===== src/rtl/regfile_pkg.sv =====
// Shared defaults and encodings for the write-back register file.
// Consumers: wb_mux, writeback_regfile.
package regfile_pkg;

    localparam int DATA_W_DEF = 32;
    localparam int ADDR_W_DEF = 5;
    localparam int ZERO_REG   = 0;

    typedef enum logic {
        SEL_ALU = 1'b0,
        SEL_MEM = 1'b1
    } mem2reg_sel_e;

endpackage


===== src/rtl/wb_mux.sv =====
// Write-back source select: load data or ALU result, purely combinational.
module wb_mux
    import regfile_pkg::*;
#(
    parameter int DATA_W = DATA_W_DEF
) (
    input  logic              i_sel,
    input  logic [DATA_W-1:0] i_alu,
    input  logic [DATA_W-1:0] i_mem,
    output logic [DATA_W-1:0] o_data
);

    assign o_data = (mem2reg_sel_e'(i_sel) == SEL_MEM) ? i_mem : i_alu;

endmodule


===== src/rtl/writeback_regfile.sv =====
// Register file with MEM/WB write-back, two async read ports and a commit counter.
// Optional same-cycle write-through to the read ports when WB_BYPASS_EN is defined.
module writeback_regfile
    import regfile_pkg::*;
#(
    parameter int DATA_W = DATA_W_DEF,
    parameter int ADDR_W = ADDR_W_DEF
) (
    input  logic              CLOCK,
    input  logic              RESET_N,
    input  logic              RegWriteEN_In,
    input  logic              Mem2RegSEL_In,
    input  logic [DATA_W-1:0] ALUResult_In,
    input  logic [DATA_W-1:0] MemResult_In,
    input  logic [ADDR_W-1:0] WriteBackRegAddr_In,
    input  logic [ADDR_W-1:0] ReadAddrA_In,
    input  logic [ADDR_W-1:0] ReadAddrB_In,
    output logic [DATA_W-1:0] ReadDataA_Out,
    output logic [DATA_W-1:0] ReadDataB_Out,
    output logic [DATA_W-1:0] WriteBackData_Out,
    output logic [31:0]       RetireCount_Out
);

    localparam int NREG = 2 ** ADDR_W;

    logic [DATA_W-1:0] w_wb_data;
    logic              w_commit;
    logic [DATA_W-1:0] w_rf [NREG];
    logic [31:0]       r_retire_count;

    wb_mux #(.DATA_W(DATA_W)) u_wb_mux (
        .i_sel  (Mem2RegSEL_In),
        .i_alu  (ALUResult_In),
        .i_mem  (MemResult_In),
        .o_data (w_wb_data)
    );

    assign WriteBackData_Out = w_wb_data;
    assign w_commit = RegWriteEN_In && (WriteBackRegAddr_In != ADDR_W'(ZERO_REG));

    // Register 0 is hardwired; only 1..NREG-1 get storage.
    assign w_rf[0] = '0;

    for (genvar g = 1; g < NREG; g++) begin : g_reg
        logic [DATA_W-1:0] r_q;

        always_ff @(posedge CLOCK or negedge RESET_N) begin
            if (!RESET_N) begin
                r_q <= '0;
            end else if (w_commit && (WriteBackRegAddr_In == ADDR_W'(g))) begin
                r_q <= w_wb_data;
            end
        end

        assign w_rf[g] = r_q;
    end

    always_ff @(posedge CLOCK or negedge RESET_N) begin
        if (!RESET_N) begin
            r_retire_count <= '0;
        end else if (w_commit) begin
            r_retire_count <= r_retire_count + 32'd1;
        end
    end

    assign RetireCount_Out = r_retire_count;

`ifdef WB_BYPASS_EN
    logic w_byp_a;
    logic w_byp_b;

    // w_commit already excludes address 0; reset gating keeps reads at 0 in reset.
    assign w_byp_a = w_commit && RESET_N && (ReadAddrA_In == WriteBackRegAddr_In);
    assign w_byp_b = w_commit && RESET_N && (ReadAddrB_In == WriteBackRegAddr_In);

    assign ReadDataA_Out = w_byp_a ? w_wb_data : w_rf[ReadAddrA_In];
    assign ReadDataB_Out = w_byp_b ? w_wb_data : w_rf[ReadAddrB_In];
`else
    assign ReadDataA_Out = w_rf[ReadAddrA_In];
    assign ReadDataB_Out = w_rf[ReadAddrB_In];
`endif

endmodule


===== config.mk =====
export PLATFORM = sky130hd
export DESIGN_NAME = writeback_regfile
export DESIGN_NICKNAME = d
export VERILOG_FILES = /design/src/rtl/regfile_pkg.sv /design/src/rtl/wb_mux.sv /design/src/rtl/writeback_regfile.sv
export SDC_FILE = /design/constraint.sdc
export NUM_CORES = 2
export LEC_CHECK = 0
export CAP_MARGIN = 20
export CORE_UTILIZATION = 50
export CTS_CLUSTER_DIAMETER = 200
export DETAILED_ROUTE_END_ITERATION = 16
export GPL_TIMING_DRIVEN = 0
export PLACE_DENSITY_LB_ADDON = 0.1
export SYNTH_ARGS = -nofsm -noshare
export SYNTH_HDL_FRONTEND = slang
export SYNTH_SLANG_ARGS = --single-unit

===== constraint.sdc =====
create_clock -name CLOCK -period 2.4 [get_ports CLOCK]
set_clock_uncertainty 0.1 [all_clocks]
set_input_delay 0.24 -clock CLOCK [delete_from_list [all_inputs] [get_ports CLOCK]]
set_output_delay 0.24 -clock CLOCK [all_outputs]
set_load 0.01 [all_outputs]

==> impl_metrics.toml <==
[run_status]
status = "finished with violations"
violations = "hold timing, setup timing"

[sta]
holdWs_ns = -0.657
setup_slack_ns = -0.443
slew_viol_final = 0
rsz0062_at_grt = "yes"
relSlewSlack = 0.162
hold_viol = 300
tightestPinTransition_ns = 1.26
min_period_ns = 2.84
period_share = 1.18
finalSetupTns_ns = -21.79
setup_viol = 65
max_freq_mhz = 352

[die]
io_pins = 211
core.rowCount = 118
die_w_um = 327
die_y_um = 327
core_area_sq_um = 104000
die-area_sq_um = 107000
start_util = 0.507

[final_layout]
final_common_cell = "dfrtp_1"
final_cell_mix = "1,024 x dfrtp_1, 657 x nor2_1, 641 x a21oi_1"
fin_nets = 5415
nFillCells = 8719
syn_to_final_growth_pct = 21.4
drive_gt1_frac = 0.257
fin_cells = 6810
multiInputGateArea_sq_um = 27300
seq_area_sq_um = 25600

[setup_path]
worst-path-max-fanout = 11
r2r_start = "RetireCount_Out[6]"
r2r_setup_slack_ns = 0.30
path_class = "input pin to primary output"
cpMaxStageDelayCell = "buf_2"
endpoint_kind = "primary output"
reg2reg_depth = 5
critPathLaunchType = "input pin"
arrival_ns = 2.50
critPathRequiredTime_ns = 2.06
r2r_end = "RetireCount_Out[25]"
max_stage_delay_ns = 0.40
path_cells = "buf_4 > buf_4 > buf_2 > mux4_2 > a22o_1 > o21ai_4 > o21ai_4 > buf_6"

[power]
power_density_nw_per_um2 = 900
irDropWorstVdd_mv = 0.635
power_leakage_nw = 27.0
total_power_mw = 57.7

[route]
routed_wl_mm = 196
routed_via_density = 6.33
first_pass_iters = 6
drt_iter0_drc = 5132
avgRoutedWirePerCell_um = 28.7
drcViolationCount = 0
ant_nets = 0
routed-via-count = 43100

[clock_tree]
clk_pin_slew_worst_paths_ns = 0.06
cts_max_path_buffers = 3
ctsHoldBuffers = 5
clk_latency_ns = 0.71
numClockSinks = 1024
ctsHtreeMaxLevel = 3
cts_root_buf = "clkbuf_16"
cts_tree = "yes"
numCtsBuffers = 110

[global_routing]
grt_max_degree = 168
grt_pass1_vias = 42700
globalRouteTotalUtil = 0.365
antenna_found_initial = 1
grt-ovfl-total = 0
grt_pass1_wl_mm = 284

[synthesis]
ys.flop_type = "dfrtp_1"
syn-instance-count = 4949
synth_area_per_cell_sq_um = 10.7
seq_area_frac_synth = 0.485
yosysWarnings = 0
synth_seq_cells = 1024
syn_nets = 5033
async_reset_ff_frac = 1.00
synth_area_sq_um = 52800
ys_types = 42
synth_edf_count = 0

[min_path]
hp-class = "input pin to asynchronous set/reset pin"

[placed_design]
placed_cells = 6535
hpwl_mm = 149
place.gp.congestion = 0.959
io_buffer_count = 197

[run]
max_cap_viol_count = 0
[report_power, final]
| part | switching [mW] | internal [mW] | total (mW) |
|---|---|---|---|
| clock | 7.70 | 10.9 | 18.6 |
| combinational | 7.65 | 7.22 | 14.9 |
| sequential | 3.10 | 21.1 | 24.2 |
| total | 18.5 | 39.2 | 57.7 |
[critical path, delay by kind of cell]
family | cells | cell delay, ns
buffers and inverters | 4 | 1.19
multiplexers | 1 | 0.39
AO/OA/AOI/OAI | 3 | 0.62
[how the worst max path moves through the flow]
stage	start	endpoint	slack, ns	cells past startpoint
after detailed placement	Mem2RegSEL_In	WriteBackData_Out[25]	-2.00	6
final	ReadAddrA_In[2]	ReadDataA_Out[29]	-0.44	8
after CTS	g_reg[15].r_q[26]	ReadDataA_Out[26]	-0.46	6
after floorplan	ReadAddrB_In[0]	ReadDataB_Out[21]	0.34	8
after global placement	RESET_N	g_reg[10].r_q[16]	-45.89	1
after global routing	g_reg[27].r_q[0]	ReadDataB_Out[0]	-0.46	5
[sequential cells by signal, summed over array words and instances, names as in the netlist]
name,flops
RetireCount_Out,32
g.r_q,992
[per-layer routing]
metal	part of all wire	vias to the layer above	track usage
met5	0.000056	-	0
met4	0.045	2	0.150
met3	0.10	393	0.0867
met2	0.45	2106	0.555
met1	0.40	21900	0.508
li1	-	18700	-
[synthesized netlist by cell type, drive strengths merged, types with 32 or more instances]
cell	instances	share of area
a21oi	641	0.061
a22o	128	0.021
a22oi	63	0.0090
buf	148	0.015
clkbuf	359	0.026
dfrtp	1024	0.49
inv	34	0.0024
mux2	97	0.021
mux2i	192	0.036
mux4	384	0.16
nand2	509	0.036
nor2	661	0.047
o21ai	513	0.049
o221ai	32	0.0053
o22ai	32	0.0038
o31ai	32	0.0045
[cell families (layout without fill, tap and decap cells)]
logic type / after synthesis / in the layout / share of synthesized area
AOI/OAI and AO/OA: 1444 / 1444 / 0.154
and+or+nand+nor: 1235 / 1235 / 0.0917
muxes: 673 / 673 / 0.221
adders and majority gates: 1 / 1 / 0.000237
buffers and inverters: 541 / 1018 / 0.0429
other: 0 / 4 / 0
DFF: 1024 / 1024 / 0.485
xor gates and xnor gates: 31 / 31 / 0.00514
[metrics by stage]
| stage | instance area (sq um) | util | worst slack [ns] |
|---|---|---|---|
| 3_5_place_dp | 56700 | 0.545 | -2.00 |
| 4_1_cts | 63200 | 0.607 | -0.465 |
| 2_1_floorplan | 52800 | - | 0.336 |
| 5_1_grt | 64100 | 0.616 | -0.458 |
| 6_report | 64100 | 0.616 | -0.443 |
| 3_3_place_gp | 56500 | 0.543 | -45.89 |
[what timing repair did]
item | 4_1_cts | 5_1_grt
buffers inserted | 29 | 30
pin swaps | 73 | 69
gates cloned | 0 | 1
gates resized for setup | 946 | 173
hold endpoints to repair | 141 | 97
setup endpoints to repair | 606 | 298
[final cells by class]
cell class / instances / area share
diodes: 4 / 0.000156
inverters: 34 / 0.00199
flip-flops and latches: 1024 / 0.400
clock buffers: 145 / 0.0486
clock inverters: 62 / 0.0132
repair buffers: 272 / 0.0411
multi-input cells: 3384 / 0.426
well taps: 1380 / 0.0269
plain buffers: 505 / 0.0423
(Power assumes the default switching activity.)
